## src/rtl/skintone_pkg.sv

```systemverilog
// Shared constants and packer state type for the skintone pixel packer.
// Pixel width, lane count and keep width are fixed here for every file of the block.
package skintone_pkg;

    localparam int C_PIXEL_WIDTH = 32;
    localparam int C_LANES       = 4;
    localparam int C_KEEP_W      = C_LANES;
    localparam int C_LANE_IDX_W  = 2;

    typedef enum logic {
        EMPTY   = 1'b0,
        PARTIAL = 1'b1
    } packer_state_e;

endpackage

```

## src/rtl/skintone_out_reg.sv

```systemverilog
// Single-entry valid/ready output register carrying a packed word with keep and last.
// A load always wins; it is only requested when the slot is empty or draining this edge.
module skintone_out_reg
    import skintone_pkg::*;
#(
    parameter int C_DATA_WIDTH = 128
) (
    input  logic                    clk,
    input  logic                    rst,
    input  logic                    i_load,
    input  logic [C_DATA_WIDTH-1:0] i_data,
    input  logic [C_KEEP_W-1:0]     i_keep,
    input  logic                    i_last,
    input  logic                    i_ready,
    output logic                    o_valid,
    output logic [C_DATA_WIDTH-1:0] o_data,
    output logic [C_KEEP_W-1:0]     o_keep,
    output logic                    o_last
);

    logic                    r_valid;
    logic [C_DATA_WIDTH-1:0] r_data;
    logic [C_KEEP_W-1:0]     r_keep;
    logic                    r_last;

    always_ff @(posedge clk) begin
        if (rst) begin
            r_valid <= 1'b0;
            r_data  <= '0;
            r_keep  <= '0;
            r_last  <= 1'b0;
        end else if (i_load) begin
            r_valid <= 1'b1;
            r_data  <= i_data;
            r_keep  <= i_keep;
            r_last  <= i_last;
        end else if (r_valid && i_ready) begin
            r_valid <= 1'b0;
        end
    end

    assign o_valid = r_valid;
    assign o_data  = r_data;
    assign o_keep  = r_keep;
    assign o_last  = r_last;

endmodule

```

## src/rtl/skintone_pixel_packer.sv

```systemverilog
// Packs 32-bit pixels into 128-bit words (lane 0 first) with keep/last framing.
// Optional macro SKINTONE_PACKER_CNT_EN adds pixel_count and frame_count outputs.
module skintone_pixel_packer
    import skintone_pkg::*;
#(
    parameter int C_DATA_WIDTH  = 128,
    parameter int C_PIXEL_WIDTH = 32
) (
    input  logic                     clk,
    input  logic                     rst,
    input  logic [C_PIXEL_WIDTH-1:0] pixel_in,
    input  logic                     pixel_in_valid,
    input  logic                     pixel_in_last,
    output logic                     pixel_in_ready,
    output logic [C_DATA_WIDTH-1:0]  pixel_datain,
    output logic                     pixel_datain_valid,
    input  logic                     pixel_datain_ready,
    output logic [C_KEEP_W-1:0]      pixel_datain_keep,
    output logic                     pixel_datain_last
`ifdef SKINTONE_PACKER_CNT_EN
    ,
    output logic [31:0]              pixel_count,
    output logic [15:0]              frame_count
`endif
);

    packer_state_e           r_state;
    logic [C_LANE_IDX_W-1:0] r_lane;
    logic [C_DATA_WIDTH-1:0] r_acc;
    logic [C_KEEP_W-1:0]     r_keep;

    logic                    w_in_ready;
    logic                    w_in_xfer;
    logic                    w_complete;
    logic [C_DATA_WIDTH-1:0] w_acc_next;
    logic [C_KEEP_W-1:0]     w_keep_next;
    logic                    w_out_valid;

    // Output slot is free when empty or being drained on this edge.
    assign w_in_ready = !w_out_valid || pixel_datain_ready;
    assign w_in_xfer  = pixel_in_valid && w_in_ready;
    assign w_complete = w_in_xfer && ((r_lane == C_LANE_IDX_W'(C_LANES - 1)) || pixel_in_last);

    always_comb begin
        w_acc_next  = (r_state == EMPTY) ? '0 : r_acc;
        w_keep_next = (r_state == EMPTY) ? '0 : r_keep;
        w_acc_next[r_lane*C_PIXEL_WIDTH +: C_PIXEL_WIDTH] = pixel_in;
        w_keep_next[r_lane] = 1'b1;
    end

    always_ff @(posedge clk) begin
        if (rst) begin
            r_state <= EMPTY;
            r_lane  <= '0;
            r_acc   <= '0;
            r_keep  <= '0;
        end else if (w_in_xfer) begin
            if (w_complete) begin
                r_state <= EMPTY;
                r_lane  <= '0;
                r_acc   <= '0;
                r_keep  <= '0;
            end else begin
                r_state <= PARTIAL;
                r_lane  <= r_lane + 1'b1;
                r_acc   <= w_acc_next;
                r_keep  <= w_keep_next;
            end
        end
    end

    skintone_out_reg #(
        .C_DATA_WIDTH (C_DATA_WIDTH)
    ) u_out_reg (
        .clk     (clk),
        .rst     (rst),
        .i_load  (w_complete),
        .i_data  (w_acc_next),
        .i_keep  (w_keep_next),
        .i_last  (pixel_in_last),
        .i_ready (pixel_datain_ready),
        .o_valid (w_out_valid),
        .o_data  (pixel_datain),
        .o_keep  (pixel_datain_keep),
        .o_last  (pixel_datain_last)
    );

    assign pixel_in_ready     = w_in_ready;
    assign pixel_datain_valid = w_out_valid;

`ifdef SKINTONE_PACKER_CNT_EN
    logic [31:0] r_pixel_count;
    logic [15:0] r_frame_count;

    always_ff @(posedge clk) begin
        if (rst) begin
            r_pixel_count <= '0;
            r_frame_count <= '0;
        end else begin
            if (w_in_xfer) begin
                r_pixel_count <= r_pixel_count + 32'd1;
            end
            if (w_out_valid && pixel_datain_ready && pixel_datain_last) begin
                r_frame_count <= r_frame_count + 16'd1;
            end
        end
    end

    assign pixel_count = r_pixel_count;
    assign frame_count = r_frame_count;
`endif

endmodule

```

## config.mk

```make
export PLATFORM = sky130hd
export DESIGN_NAME = skintone_pixel_packer
export DESIGN_NICKNAME = d
export VERILOG_FILES = /design/src/rtl/skintone_pkg.sv /design/src/rtl/skintone_out_reg.sv /design/src/rtl/skintone_pixel_packer.sv
export SDC_FILE = /design/constraint.sdc
export NUM_CORES = 1
export LEC_CHECK = 0
export ABC_AREA = 0
export CAP_MARGIN = 40
export CORE_AREA = 2 2 126 159
export CTS_CLUSTER_SIZE = 8
export DETAILED_ROUTE_END_ITERATION = 16
export DIE_AREA = 0 0 128 161
export PLACE_DENSITY = 0.79
export SKIP_CTS_REPAIR_TIMING = 1
export SYNTH_ARGS = -nofsm -noshare
export SYNTH_HDL_FRONTEND = slang
export SYNTH_SLANG_ARGS = --single-unit
export TNS_END_PERCENT = 10
```

## constraint.sdc

```tcl
create_clock -name clk -period 2.5 [get_ports clk]
set_input_delay 0.5 -clock clk [delete_from_list [all_inputs] [get_ports clk]]
set_output_delay 0.5 -clock clk [all_outputs]
set_load 0.1 [all_outputs]
```

# Word level (Yosys, flattened, before mapping)
# Cells that the tools add are included.
# classes
addsub	2
n_mul	0
n_div	0
order_cmp	2
eq_ne	1
shift	2
n_mux	11
bitwise_logic	1
reduce_logical	8
# ops
operator	n
128-bit 2-to-1 mux	2
128-bit bitwise mux	1
32-bit by 34-bit variable shift with 128-bit output (first input constant)	1
32-bit by 34-bit variable part select with 128-bit output	1
7-bit negation with 34-bit output	1
4-bit 2-to-1 mux	2
1-bit logical AND	4
1-bit 2-to-1 mux	4
4-bit bitwise OR	1
2-bit by 3-bit less-than comparator with 1-bit output (second input constant)	1
2-bit by 1-bit adder with 2-bit output (second input constant)	1
1-bit demux with 2-bit select	1
2-bit == test (second input constant)	1
2-bit by 1-bit greater-or-equal comparator with 1-bit output (second input constant)	1
1-bit logical OR	2
2-bit 2-to-1 mux	1
2-bit nonzero test	1
1-bit logical NOT	1
# word_totals
regBits	269
latchBits	0
mem_bits_rw	0
rom_bits	0
inputBits	37
output_inout_bits	135
wordCells	35
n_memories	0

# Logic depth before layout (Yosys ltp)
# depth
depth_word	6
ltp_mapped	9
mapped_depth_nobuf	6

# By module
# From an unflattened synthesis, not the netlist that was laid out.
# unflattened
hier_cells	989
hier_area_um2	10885.4
# modules_own_cells
module	instances	cells_each	area_each_um2	seq_area_each_um2
skintone_pixel_packer	1	556	6155.9	2702.6
skintone_out_reg	1	433	4729.5	2682.6

# Worst setup path after synthesis
# OpenSTA, ideal clock, no wires.
# synth_timing
path_kind	reg2reg
startpoint	reg u_out_reg.r_valid, in the netlist u_out_reg.o_valid
endpoint	reg u_out_reg.r_data[101], in the netlist u_out_reg.o_data[101]
setup_ns	0.132
arrival_ns	2.342
required_ns	2.368
slack_ns	0.026
stages_incl_launch_ff	9
path_buffers	3
synth_period_minus_slack_ns	2.474
path_cell_list	dfxtp_1 -> nor2b_1 -> buf_2 -> inv_2 -> nand3_1 -> buf_4 -> buf_2 -> a221oi_1 -> nor3_1
# synth_via
elab_chain_len	4
# synth_lines
element	line	rtl
from (decl)	skintone_out_reg.sv:21	logic r_valid;
from (signal assigned)	skintone_out_reg.sv:28	r_valid <= 1'b0;
from (signal assigned)	skintone_out_reg.sv:33	r_valid <= 1'b1;
from (signal assigned)	skintone_out_reg.sv:38	r_valid <= 1'b0;
1-bit logical NOT	skintone_pixel_packer.sv:40	assign w_in_ready = !w_out_valid || pixel_datain_ready;
1-bit logical OR	skintone_pixel_packer.sv:40	
named net pixel_in_ready	skintone_pixel_packer.sv:14	output logic pixel_in_ready,
1-bit logical AND	skintone_pixel_packer.sv:41	assign w_in_xfer = pixel_in_valid && w_in_ready;
1-bit logical AND	skintone_pixel_packer.sv:42	assign w_complete = w_in_xfer && ((r_lane == C_LANE_IDX_W'(C_LANES - 1)) || pixel_in_last);
to (signal assigned)	skintone_out_reg.sv:34	r_data <= i_data;
to (decl)	skintone_out_reg.sv:22	logic [C_DATA_WIDTH-1:0] r_data;
# The timed path passes the listed nets, and every way through them passes these cells.
# A chain may end at the register's enable or synchronous reset.

# Final worst setup path
# layout_timing
startpoint	reg r_lane[1]
endpoint	reg r_acc[99]
# layout_via
elab_chain_len	4
word_cells_on_any_way	8
classes_between	1 x add/sub; 1 x eq/ne; 2 x shift; 2 x mux; 2 x reduce/logical
# layout_lines
element	line	rtl
from (decl)	skintone_pixel_packer.sv:28	logic [C_LANE_IDX_W-1:0] r_lane;
from (signal assigned)	skintone_pixel_packer.sv:65	r_lane <= r_lane + 1'b1;
7-bit negation with 34-bit output or 2-bit == test (tied branches)	skintone_pixel_packer.sv:47, skintone_pixel_packer.sv:42	
32-bit by 34-bit variable part select with 128-bit output, or another cell as far along	skintone_pixel_packer.sv:47	w_acc_next[r_lane*C_PIXEL_WIDTH +: C_PIXEL_WIDTH] = pixel_in;
128-bit bitwise mux or 1-bit logical AND (tied branches)	skintone_pixel_packer.sv:47, skintone_pixel_packer.sv:42	
128-bit 2-to-1 mux (*)	skintone_pixel_packer.sv:58	if (w_complete) begin
to (signal assigned)	skintone_pixel_packer.sv:66	r_acc <= w_acc_next;
to (decl)	skintone_pixel_packer.sv:29	logic [C_DATA_WIDTH-1:0] r_acc;
# Every way passes the cells marked *; elsewhere a longest branch is shown, timed or not.

==> flow_metrics.env <==
export IMPL_fin_crit_sh_pct=89.8
export IMPL_vdd_drop_max_v=0.000648
export IMPL_path_max_fanout=9
export IMPL_syn_nets=1135
export IMPL_synth_edff_count=0
export IMPL_die_y_um=161
export IMPL_drive_above_1_share_pct=18.6
export IMPL_r2r_slack_ps=250
export IMPL_rsz0062_at_grt="false"
export IMPL_drt_pass1_iterations=7
export IMPL_fin_crit_ps=2250
export IMPL_initial_utilization_pct=52.4
export IMPL_yosysUniqueCellTypes=33
export IMPL_cap_violations=0
export IMPL_ctsRootBufferMaster="clkbuf_16"
export IMPL_slew_violations=0
export IMPL_numCtsBuffers=39
export IMPL_cp_start_kind="flop"
export IMPL_grt_max_degree=93
export IMPL_synthCells=1092
export IMPL_cts_buffer_depth=3
export IMPL_post_dp_hpwl_mm=17.7
export IMPL_synthArstFlopShare_pct=0
export IMPL_htreeDepth=2
export IMPL_core_rowCount=57
export IMPL_worst_pin_slew_ps=513
export IMPL_clock_fmax_ghz=0.445
export IMPL_crit_required_ps=2920
export IMPL_worst_ep_arrival_time_ps=2660
export IMPL_ys_seq_elements=269
export IMPL_layout_commonest_cell="dfxtp_1"
export IMPL_synth_area_um2=10000
export IMPL_fp_dieArea_um2=20600
export IMPL_vias=8997
export IMPL_die_width_um=128
export IMPL_syn_to_final_growth_pct=26.8
export IMPL_clkTransAtPathRegs_ps=50
export IMPL_p_per_area_nw_per_um2=870
export IMPL_place_ws_ps=189
export IMPL_drc=0
export IMPL_grt_pass1_wl_mm=44.2
export IMPL_rr_endpoint="r_acc[99]$_SDFFE_PP0P_"
export IMPL_grt_use_total_pct=26.5
export IMPL_setup_viol=0
export IMPL_min_path_type="in -> reg"
export IMPL_min_delay_start="rst"
export IMPL_p_leak_nw=4.78
export IMPL_min_to="r_acc[103]$_SDFFE_PP0P_"
export IMPL_pin_count=172
export IMPL_synthFlopType="dfxtp_1"
export IMPL_ys_warnings_count=0
export IMPL_slew_headroom_pct=65.7
export IMPL_drt_iter0_drc=995
export IMPL_antenna_found_initial=0
export IMPL_num_nets_final=1266
export IMPL_fin_skew_ps=25.0
export IMPL_cts_tree="yes"
export IMPL_insertion_delay_ps=500
export IMPL_routed_wl_mm=28.0
export IMPL_synth_seq_area_share_pct=53.8
export IMPL_clock_sinks=269
export IMPL_syn_avg_cell_area_um2=9.17
export IMPL_grt_overflow_total=0
export IMPL_critPathKind="reg -> reg"
export IMPL_power_mw=11.0
export IMPL_grt_pass1_vias=8303
export IMPL_layout_common_cells="dfxtp_1 (269), nor2_1 (204), buf_4 (153)"
export IMPL_finalHoldViolCount=0
export IMPL_r2r_start="r_lane[1]$_SDFFE_PP0P_"
export IMPL_insertedDiodeCount=0
export IMPL_wl_per_cell_um=19.2
export IMPL_via_per_inst=6.17
export IMPL_holdPathStages=2
export IMPL_reg2regPathDepth=7
export IMPL_cp_end_kind="flop"
export IMPL_outcome="finished clean"
export IMPL_place_congestion=0.857
export IMPL_postRouteAntennaNets=0
export IMPL_port_buffers=171
export IMPL_setup_slack_ps=255
export IMPL_core_area_um2=19100
export IMPL_fin_setup_tns_ps=0
==> final cells by class <==
| class | instances | area, um^2 |
|---|---|---|
| clock inverters | 2 | 13.8 |
| fillers | 1589 | 6410 |
| well taps | 236 | 295 |
| repair buffers | 205 | 1830 |
| inverters | 4 | 15.0 |
| multi-input cells | 704 | 4180 |
| clock buffers | 39 | 976 |
| flip-flops and latches | 269 | 5390 |
==> report_power, final <==
group	switching [mW]	internal [mW]	total (mW)	leakage, nW
combinational	1.58	0.472	2.05	2.10
clock	1.71	2.73	4.44	0.489
sequential	0.0974	4.46	4.56	2.19
==> registers in the layout (all words and copies together) (netlist names) <==
| signal | cells |
|---|---|
| r_lane | 2 |
| r_state | 1 |
| u_out_reg.o_keep | 4 |
| r_acc | 128 |
| u_out_reg.o_valid | 1 |
| r_keep | 4 |
| u_out_reg.o_last | 1 |
| u_out_reg.o_data | 128 |
==> Yosys cell counts, drive strengths merged (7+ instances only) <==
master / number / area (um^2)
a32oi: 46 / 403
dfxtp: 269 / 5390
a22oi: 86 / 646
nor2: 204 / 766
nor3: 70 / 372
a211oi: 67 / 503
clkbuf: 73 / 274
a221oi: 64 / 561
buf: 42 / 220
nand2: 67 / 251
a21oi: 7 / 38.8
o21ai: 64 / 320
==> through the flow <==
stage,utilization [%],instance area [um^2],hold WS (ps),cells
floorplan,-,10000,426,1092
global placement,61.3,11700,435,1418
detailed placement,61.3,11700,441,1418
CTS,66.4,12700,341,1459
global route,66.4,12700,361,1459
finish,66.4,12700,354,1459
==> cell families after synthesis <==
logic type | count (synthesis) | synth area share (%)
AOI/OAI and AO/OA | 338 | 25.0
adders and majority gates | 6 | 0.749
buffers and inverters | 119 | 5.08
DFF | 269 | 53.8
and+or+nand+nor | 360 | 15.4
==> worst max-delay path by stage <==
stage | from | to | cells past startpoint
after floorplan | u_out_reg.o_valid$_SDFFE_PP0P_ | u_out_reg.o_data[101]$_SDFFE_PP0P_ | 8
after global placement | pixel_datain_ready | u_out_reg.o_data[21]$_SDFFE_PP0P_ | 8
after detailed placement | pixel_datain_ready | u_out_reg.o_data[18]$_SDFFE_PP0P_ | 8
after CTS | r_lane[1]$_SDFFE_PP0P_ | r_acc[123]$_SDFFE_PP0P_ | 7
after global routing | r_lane[1]$_SDFFE_PP0P_ | r_acc[99]$_SDFFE_PP0P_ | 7
final | r_lane[1]$_SDFFE_PP0P_ | r_acc[99]$_SDFFE_PP0P_ | 7
==> critical path, cell delays in order (launching register included) <==
cell and delay (ps):
dfxtp_1 410, inv_1 120, ha_1 390, and4bb_1 370, buf_4 170, and4_1 480
a22oi_1 120, nor2_1 110
==> per-layer routing <==
metal | up-vias | global-route usage (%) | wire length, um
li1 | 4269 | - | -
met1 | 4329 | 37.9 | 12300
met2 | 350 | 41.1 | 13200
met3 | 49 | 4.31 | 1890
met4 | 0 | 8.29 | 578
met5 | - | 0 | 0
(Power assumes the default switching activity.)
